### src/rtl/rr_req_arbiter_if.sv
// rr_req_arbiter_if: request/grant bundle between requesters and the round-robin arbiter
interface rr_req_arbiter_if #(parameter int N = 8);
  logic [N-1:0] req;
  logic         gnt_ack;
  logic [N-1:0] gnt;
  logic         gnt_valid;
  logic         timeout_p;
  modport master (output req, gnt_ack, input gnt, gnt_valid, timeout_p);
  modport slave  (input req, gnt_ack, output gnt, gnt_valid, timeout_p);
endinterface

### src/rtl/rr_req_arbiter.sv
// rr_req_arbiter: round-robin arbiter with held one-hot grant, ack/withdraw/timeout release
module rr_req_arbiter #(
  parameter int N       = 8,
  parameter int TIMEOUT = 0,
  parameter int CNT_W   = 8
) (
  input logic              clk,
  input logic              rst_n,
  rr_req_arbiter_if.slave  bus
);
  localparam int IW = $clog2(N);
  localparam logic [CNT_W-1:0] TO_LAST = CNT_W'(TIMEOUT == 0 ? 0 : TIMEOUT - 1);
  typedef enum logic {IDLE, GRANT} state_t;
  state_t           state, state_n;
  logic [N-1:0]     gnt, gnt_n, others;
  logic [CNT_W-1:0] cnt, cnt_n;
  logic [IW-1:0]    ptr, ptr_n, gi, gi_next;
  logic             to_p, to_n, held, to_hit, rel;
  // Lowest rotation offset from p wins; the downward scan lets it overwrite higher offsets.
  function automatic logic [N-1:0] pick(input logic [N-1:0] m, input logic [IW-1:0] p);
    logic [IW-1:0] idx;
    pick = '0;
    for (int k = N - 1; k >= 0; k--) begin
      idx = IW'((int'(p) + k) % N);
      if (m[idx]) pick = N'(1) << idx;
    end
  endfunction
  always_comb begin
    gi = '0;
    for (int k = 0; k < N; k++)
      if (gnt[k]) gi = IW'(k);
  end
  assign gi_next = (gi == IW'(N - 1)) ? '0 : gi + 1'b1;
  assign held    = |(bus.req & gnt);
  assign to_hit  = (TIMEOUT != 0) && (cnt == TO_LAST);
  assign rel     = bus.gnt_ack | ~held | to_hit;
  assign others  = bus.req & ~gnt;
  always_comb begin
    state_n = state;
    gnt_n   = gnt;
    cnt_n   = (&cnt) ? cnt : cnt + 1'b1;
    ptr_n   = ptr;
    to_n    = 1'b0;
    if (state == IDLE) begin
      gnt_n   = |bus.req ? pick(bus.req, ptr) : '0;
      cnt_n   = '0;
      state_n = |bus.req ? GRANT : IDLE;
    end else if (rel) begin
      ptr_n   = gi_next;
      gnt_n   = |others ? pick(others, gi_next) : '0;
      cnt_n   = '0;
      state_n = |others ? GRANT : IDLE;
      to_n    = to_hit & ~bus.gnt_ack & held;
    end
  end
  always_ff @(posedge clk or negedge rst_n)
    if (!rst_n) begin
      state <= IDLE;
      gnt   <= '0;
      cnt   <= '0;
      ptr   <= '0;
      to_p  <= 1'b0;
    end else begin
      state <= state_n;
      gnt   <= gnt_n;
      cnt   <= cnt_n;
      ptr   <= ptr_n;
      to_p  <= to_n;
    end
  assign bus.gnt       = gnt;
  assign bus.gnt_valid = |gnt;
  assign bus.timeout_p = to_p;
endmodule

### src/flat_wrapper.sv
// flat-port wrapper written by rule: the top's interface ports become plain ports
module rr_req_arbiter_flat 
#(
  parameter int N       = 8,
  parameter int TIMEOUT = 0,
  parameter int CNT_W   = 8
)
  (clk, rst_n, bus_req, bus_gnt_ack, bus_gnt, bus_gnt_valid, bus_timeout_p);
  rr_req_arbiter_if #(.N(N)) bus_i ();
  input logic clk;
  input logic rst_n;
  input wire logic [$bits(bus_i.req)-1:0] bus_req;
  input wire logic [$bits(bus_i.gnt_ack)-1:0] bus_gnt_ack;
  output wire logic [$bits(bus_i.gnt)-1:0] bus_gnt;
  output wire logic [$bits(bus_i.gnt_valid)-1:0] bus_gnt_valid;
  output wire logic [$bits(bus_i.timeout_p)-1:0] bus_timeout_p;
  assign bus_i.req = bus_req;
  assign bus_i.gnt_ack = bus_gnt_ack;
  assign bus_gnt = bus_i.gnt;
  assign bus_gnt_valid = bus_i.gnt_valid;
  assign bus_timeout_p = bus_i.timeout_p;
  rr_req_arbiter #(.N(N), .TIMEOUT(TIMEOUT), .CNT_W(CNT_W)) u_core (.clk(clk), .rst_n(rst_n), .bus(bus_i));
endmodule
### config.mk
export PLATFORM = sky130hd
export DESIGN_NAME = rr_req_arbiter_flat
export DESIGN_NICKNAME = d
export VERILOG_FILES = /design/src/rtl/rr_req_arbiter_if.sv /design/src/rtl/rr_req_arbiter.sv /design/src/flat_wrapper.sv
export SDC_FILE = /design/constraint.sdc
export NUM_CORES = 1
export LEC_CHECK = 0
export ABC_AREA = 1
export CORE_MARGIN = 8
export CORE_UTILIZATION = 25
export CTS_CLUSTER_DIAMETER = 100
export CTS_CLUSTER_SIZE = 40
export DETAILED_ROUTE_END_ITERATION = 8
export SLEW_MARGIN = 20
export SYNTH_ARGS = -nofsm -noshare
export SYNTH_HDL_FRONTEND = slang
export SYNTH_SLANG_ARGS = --single-unit
### constraint.sdc
create_clock -name clk -period 7.95 [get_ports clk]
set_input_delay 0.795 -clock clk [delete_from_list [all_inputs] [get_ports clk]]
set_output_delay 0.795 -clock clk [all_outputs]
set_load 0.02 [all_outputs]
==> summary.txt, run 1 <==
Outcome
  – Status: completed

Critical path
  – CP Capture Type: flop
  – Worst R2R End: u_core.bus.gnt[6]$_DFFE_PN0P_
  – WP data arrival: 4.11 ns
  – Origin of the critical flop-to-flop path: u_core.bus.gnt[3]$_DFFE_PN0P_
  – Critical setup path kind: flop to flop
  – R2r setup slk: approximately 4 ns
  – Maximum fanout along the worst path: 9
  – CP startpoint: u_core.bus.gnt[3]$_DFFE_PN0P_
  – CP Launch Type: flop
  – Req. time, crit path: a little over 8 ns
  – R2R depth: 26

Clocking
  – CTS buffer count: 3
  – Clk sinks: 12
  – Post-CTS Resized: 0
  – Hold_buf cts: 0
  – # Post-CTS Setup Buffers: 0
  – Worst-skew pair later-pin latency: roughly 0.24 ns
  – Root buffer cell: clkbuf_16
  – H-tree depth: 1
  – Clock transition at path regs: around 0.04 ns
  – Clock tree buffer depth: 2
  – CTS tree: built

Routing
  – Vias per inst: roughly 5.3
  – DR vias: 3,756
  – Drt pass-1 iters: 5
  – DRT iter0 DRCs: roughly 310
  – Drt drc: 0
  – WL per Instance: between 10 and 15 um
  – Post-Route WL: 10,160 um
  – Remaining antenna violation count: 0

Synthesis
  – Cells after Synth: between 500 and 600
  – Async SR Flop Fraction: 100.0%
  – Ys Warns: 0
  – Sequential share of the synthesized area: about a tenth
  – EDFF count, synth: 0
  – Synthesized net count: between 500 and 600
  – Ys flop type: dfrtp_1
  – Mapped Area: between 3000 and 4000 um2
  – Yosys cell types: 46
  – FF+latch count, synth: 12
  – Avg Cell Area, Syn: 5.524 um2

Min path
  – Hold Path Stages: 1
  – Hold Crit Class: flop to flop
  – WHS Endpoint: u_core.state$_DFF_PN0_
  – HP Start: u_core.state$_DFF_PN0_

STA
  – Final setup vio count: 0
  – Final hold viol count: 0
  – Worst slew pin tran: between 0.7 and 0.8 ns
  – Fin crit share: around 50%
  – Fin. max-slew vios: 0
  – Clk_skew: about 0.0023 ns
  – Setup TNS: 0 ns
  – Maximum clock rate: roughly 0.25 GHz
  – RSZ-0062 raised after global routing: no
  – Period minus WS final: 3.983 ns
  – Rel. slew slack: 46.57%

Final layout
  – Area delta synth->final: 12.35%
  – ANT cells: 0
  – Fillers: 1,315
  – Share of layout cells above drive strength 1: 6.394%
  – Nets: 597

Floorplan
  – Die width: 126.6 um
  – Die height: around 130 um
  – Initial Utilization: 25.59%
  – Die ar.: roughly 16,000 um2
  – I/O pin count: 21
  – Row cnt: 40
  – Core Region: roughly 12,000 um2

Global routing
  – Largest net degree at the start of global routing: 23
  – Initial antenna violation count: 0
  – GRT Util Overall: 12.60%
  – Total gr overflow: 0
  – Global-route wire length before repair: approximately 17,000 um
  – Vias in the first global route: around 3,400

Place
  – Routability congestion estimate: a little over 0.9
  – Post-DP HPWL: 8089 um
  – PortBufs: 19

Job
  – Max Cap Viol: 0
[through the flow]
step	setup slack, ns	utilization, %	cells	area, um2	hold slack, ns
floorplan	4.546	-	554	3060	0.4790
finish	3.967	28.74	710	3438	0.5123
detailed placement	4.044	28.12	707	3363	0.5041
global placement	4.137	28.12	707	3363	0.5086
CTS	4.029	28.74	710	3438	0.5121
global route	3.538	28.74	710	3438	0.5478
[area by class of cell]
| type | instances | area [um2] | area share [%] |
|---|---|---|---|
| tap | 147 | 183.9 | 5.349 |
| timing repair buffer | 19 | 190.2 | 5.531 |
| multi-input combinational | 457 | 2416 | 70.27 |
| sequential | 12 | 300.3 | 8.734 |
| clock buffer | 3 | 75.07 | 2.183 |
| inverter | 72 | 272.8 | 7.933 |
[worst max path at each step]
stage | endpoint | slack (ns) | depth (start not counted)
after floorplan | u_core.bus.gnt[6]$_DFFE_PN0P_ | 4.55 | 26
after global placement | u_core.bus.gnt[6]$_DFFE_PN0P_ | 4.14 | 26
after detailed placement | u_core.bus.gnt[6]$_DFFE_PN0P_ | 4.04 | 26
after CTS | u_core.bus.gnt[6]$_DFFE_PN0P_ | 4.03 | 26
after global routing | u_core.bus.gnt[6]$_DFFE_PN0P_ | 3.54 | 26
final | u_core.bus.gnt[6]$_DFFE_PN0P_ | 3.97 | 26
[worst max-delay path, stage by stage (launching register included)]
cell and delay (ns):
dfrtp_1 0.44, nor2_1 0.17, nor3_1 0.06, nor3_1 0.29
inv_1 0.16, ha_1 0.33, ha_1 0.48, inv_1 0.19
ha_1 0.41, inv_1 0.28, nand2_2 0.14, nand2_4 0.11
inv_4 0.06, nand2_1 0.06, nand2_1 0.04, nand2_1 0.05
nand2_1 0.05, nand2_1 0.05, nand2_1 0.05, nand2_1 0.05
nand2_1 0.05, nand2_1 0.05, nand2_1 0.07, nand2_1 0.06
nand2_1 0.05, nand2_1 0.05, nand2_1 0.05
[layout by cell type (no fill, tap or decap), types with 7 or more instances in the layout]
master	instances
nand2_1	151
inv_1	61
nand3_1	55
a21oi_1	52
nor2_1	47
o21ai_0	36
ha_1	21
clkdlybuf4s50_1	19
o21ai_1	18
dfrtp_1	12
inv_2	9
o211ai_1	9
o21a_1	7
[Yosys cell counts (5+ instances only)]
| cell | instances | area, um2 |
|---|---|---|
| ha_1 | 21 | 262.8 |
| o21ai_1 | 18 | 90.09 |
| dfrtp_1 | 12 | 300.3 |
| nand2_2 | 5 | 31.28 |
| nor4_1 | 5 | 31.28 |
| nand2_1 | 151 | 566.8 |
| o21ai_0 | 36 | 180.2 |
| inv_1 | 61 | 229.0 |
| nand3_1 | 55 | 275.3 |
| o21a_1 | 7 | 52.55 |
| inv_2 | 9 | 33.78 |
| nor2_1 | 47 | 176.4 |
| buf_2 | 6 | 30.03 |
| o211ai_1 | 9 | 67.56 |
| a21oi_1 | 52 | 260.3 |
[kinds of logic (layout without fill, tap and decap cells)]
family,count (synthesis),after routing,synth area share [%]
AO/OA/AOI/OAI,147,147,27.96
other,1,1,0.1225
flip-flops,12,12,9.812
XOR/XNOR,1,1,0.2862
AND/OR/NAND/NOR,287,287,41.99
buffers and inverters,85,94,11.24
adder cells (fa/ha/maj),21,21,8.585
[metal layers]
layer	part of all wire [%]	track usage, %	up-vias	wire, um
met5	0	0	-	0
li1	-	-	1884	-
met1	47	17.25	1708	4737
met3	7.8	2.514	8	795
met2	45	20.44	156	4579
met4	0.45	1.486	0	46
[state kept, by name, summed over array words and instances (netlist names)]
name            flops
u_core.state        1
u_core.bus.gnt      8
u_core.ptr          3
Power of run 1 is left out: the tool's default activity adds up to more than one toggle a clock period on the data nets, which glitch-free logic cannot reach.
==> run 2: changes to the inputs <==
==> constraint.sdc (replaced) <==
create_clock -name clk -period 3.5 [get_ports clk]
set_input_delay 0.35 -clock clk [delete_from_list [all_inputs] [get_ports clk]]
set_output_delay 0.35 -clock clk [all_outputs]
set_load 0.02 [all_outputs]
==> summary.txt, run 2 (same netlist as run 1, synthesis figures left out) <==
Outcome
  – Status: completed

Critical path
  – Cell with the most instances on the worst path: nand2_1
  – CP Depth: 25
  – Req. time, crit path: about 3.6 ns
  – Origin of the critical flop-to-flop path: u_core.bus.gnt[5]$_DFFE_PN0P_
  – Maximum fanout along the worst path: 8
  – Critical setup path kind: flop to flop
  – Worst path max stage delay: 0.46 ns
  – CP startpoint: u_core.bus.gnt[5]$_DFFE_PN0P_
  – Worst R2R End: u_core.bus.gnt[6]$_DFFE_PN0P_
  – Worst Setup EP: u_core.bus.gnt[6]$_DFFE_PN0P_
  – R2r setup slk: around 0.27 ns
  – CP Buf/Inv Count: 3
  – Crit-path slowest cell: dfrtp_1
  – WP data arrival: around 3.4 ns
  – CP Launch Type: flop
  – R2R depth: 25
  – CP Capture Type: flop
  – Delay-heaviest family, CP: simple AND/OR/NAND/NOR gates

Floorplan
  – Die height: 126.6 um
  – Row cnt: 40
  – Core Region: 11,960 um2
  – Die ar.: about 16,000 um2
  – Die width: 126.6 um
  – Initial Utilization: 25.59%
  – I/O pin count: 21

Clocking
  – CTS buffer count: 3
  – H-tree depth: 1
  – Clock transition at path regs: approximately 0.04 ns
  – Worst-skew pair later-pin latency: between 0.2 and 0.25 ns
  – Root buffer cell: clkbuf_16
  – Clk sinks: 12
  – Clock tree buffer depth: 2
  – CTS tree: built

Final layout
  – Final instance area: 3632 um2
  – Top Registers: u_core.bus.gnt: 8 flops, u_core.ptr: 3 flops, u_core.state: 1 flops
  – Largest Register: u_core.bus.gnt
  – Nets: slightly above 600
  – ANT cells: 0
  – Area delta synth->final: 18.68%
  – Leading cell type in the layout, fill and taps excluded: nand2_1
  – Share of layout cells above drive strength 1: 10.98%
  – Largest register FFs: 8
  – Most frequent cells in the layout: nand2_1, inv_1, nand3_1
  – Utilization after layout: 30.37%

STA
  – Final setup vio count: 0
  – Final hold viol count: 0
  – RSZ-0062 raised after global routing: no
  – Rel. slew slack: a little under half
  – Fin crit share: 92.27%
  – Maximum clock rate: 0.3097 GHz
  – Clk_skew: between 0.0006 and 0.0007 ns
  – Setup TNS: 0 ns
  – Period minus WS final: approximately 3.2 ns
  – Fin. max-slew vios: 0
  – Worst slew pin tran: between 0.7 and 0.8 ns

Place
  – PortBufs: 19
  – Post-DP HPWL: 8354 um
  – Routability congestion estimate: 0.9427
  – DP Area: between 3000 and 4000 um2

Routing
  – DRT iter0 DRCs: around 350
  – DR vias: about 3,800
  – Post-Route WL: approximately 10,000 um
  – Vias per inst: about 5.3
  – Drt drc: 0
  – WL per Instance: approximately 14 um
  – Remaining antenna violation count: 0
  – Drt pass-1 iters: 5

Global routing
  – Largest net degree at the start of global routing: 20
  – Initial antenna violation count: 0
  – Global-route wire length before repair: around 17,000 um
  – Total gr overflow: 0
  – Vias in the first global route: 3,486
  – GRT Util Overall: approximately an eighth

Job
  – Max Cap Viol: 0

Min path
  – Hold Crit Class: primary input to asynchronous set/reset pin
==> run 2: cell types whose count changed in the layout (fill, tap and decap cells not counted), sizes merged <==
| cell | before | now |
|---|---|---|
| buf | 0 | 19 |
| clkbuf | 3 | 4 |
==> run 2: routing by layer <==
layer | share of wire [%] | routed length, um | global-route usage (%) | vias to the layer above
met4 | 2.2 | 226 | 2.477 | 0
met3 | 9.1 | 954 | 2.556 | 35
met5 | 0 | 0 | 0 | -
met1 | 46 | 4795 | 17.09 | 1698
li1 | - | - | - | 1918
met2 | 43 | 4523 | 20.28 | 194
==> run 2: through the flow <==
stage               setup slack (ns)  std cells  hold slack (ns)
floorplan                    0.09574        554          0.05441
global placement              0.1031        724           0.5085
global route                 0.02835        730           0.5098
finish                        0.2707        730           0.4636
CTS                          0.03235        728           0.4818
detailed placement           0.05149        724           0.5105
==> run 2: area by class of cell <==
cell class	instances	area, um2
fill	1342	8329
clock buffer	4	88.84
inverter	72	272.8
multi-input combinational	457	2451
timing repair buffer	38	332.8
tap	147	183.9
sequential	12	302.8
==> run 2: how the worst min path moves through the flow <==
stage | to | cells past startpoint | slack (ns)
6_report | u_core.bus.gnt[0]$_DFFE_PN0P_ | 1 | 0.46
5_1_grt | u_core.bus.gnt[0]$_DFFE_PN0P_ | 1 | 0.51
4_1_cts | u_core.bus.gnt[0]$_DFFE_PN0P_ | 1 | 0.48
3_5_place_dp | u_core.state$_DFF_PN0_ | 1 | 0.51
3_3_place_gp | u_core.state$_DFF_PN0_ | 1 | 0.51
2_1_floorplan | u_core.bus.gnt[0]$_DFFE_PN0P_ | 0 | 0.05
==> run 2: repair_timing <==
item | in CTS | in global routing
hold buffers | 0 | 0
resized for setup | 0 | 10
setup endpoints to repair | 0 | 8
buffers inserted | 0 | 2
Power of run 2 is left out for the same reason.
==> run 3: changes to the inputs <==
--- a/config.mk
+++ b/config.mk
@@ -8,7 +8,7 @@
 export ABC_AREA = 1
 export CORE_MARGIN = 8
 export CORE_UTILIZATION = 25
-export CTS_CLUSTER_DIAMETER = 100
+export CTS_CLUSTER_DIAMETER = 120
 export CTS_CLUSTER_SIZE = 40
 export DETAILED_ROUTE_END_ITERATION = 8
 export SLEW_MARGIN = 20
==> results of run 3 <==
Final layout, timing and power as in run 2 (identical DEF).
Power of run 3 is left out for the same reason.
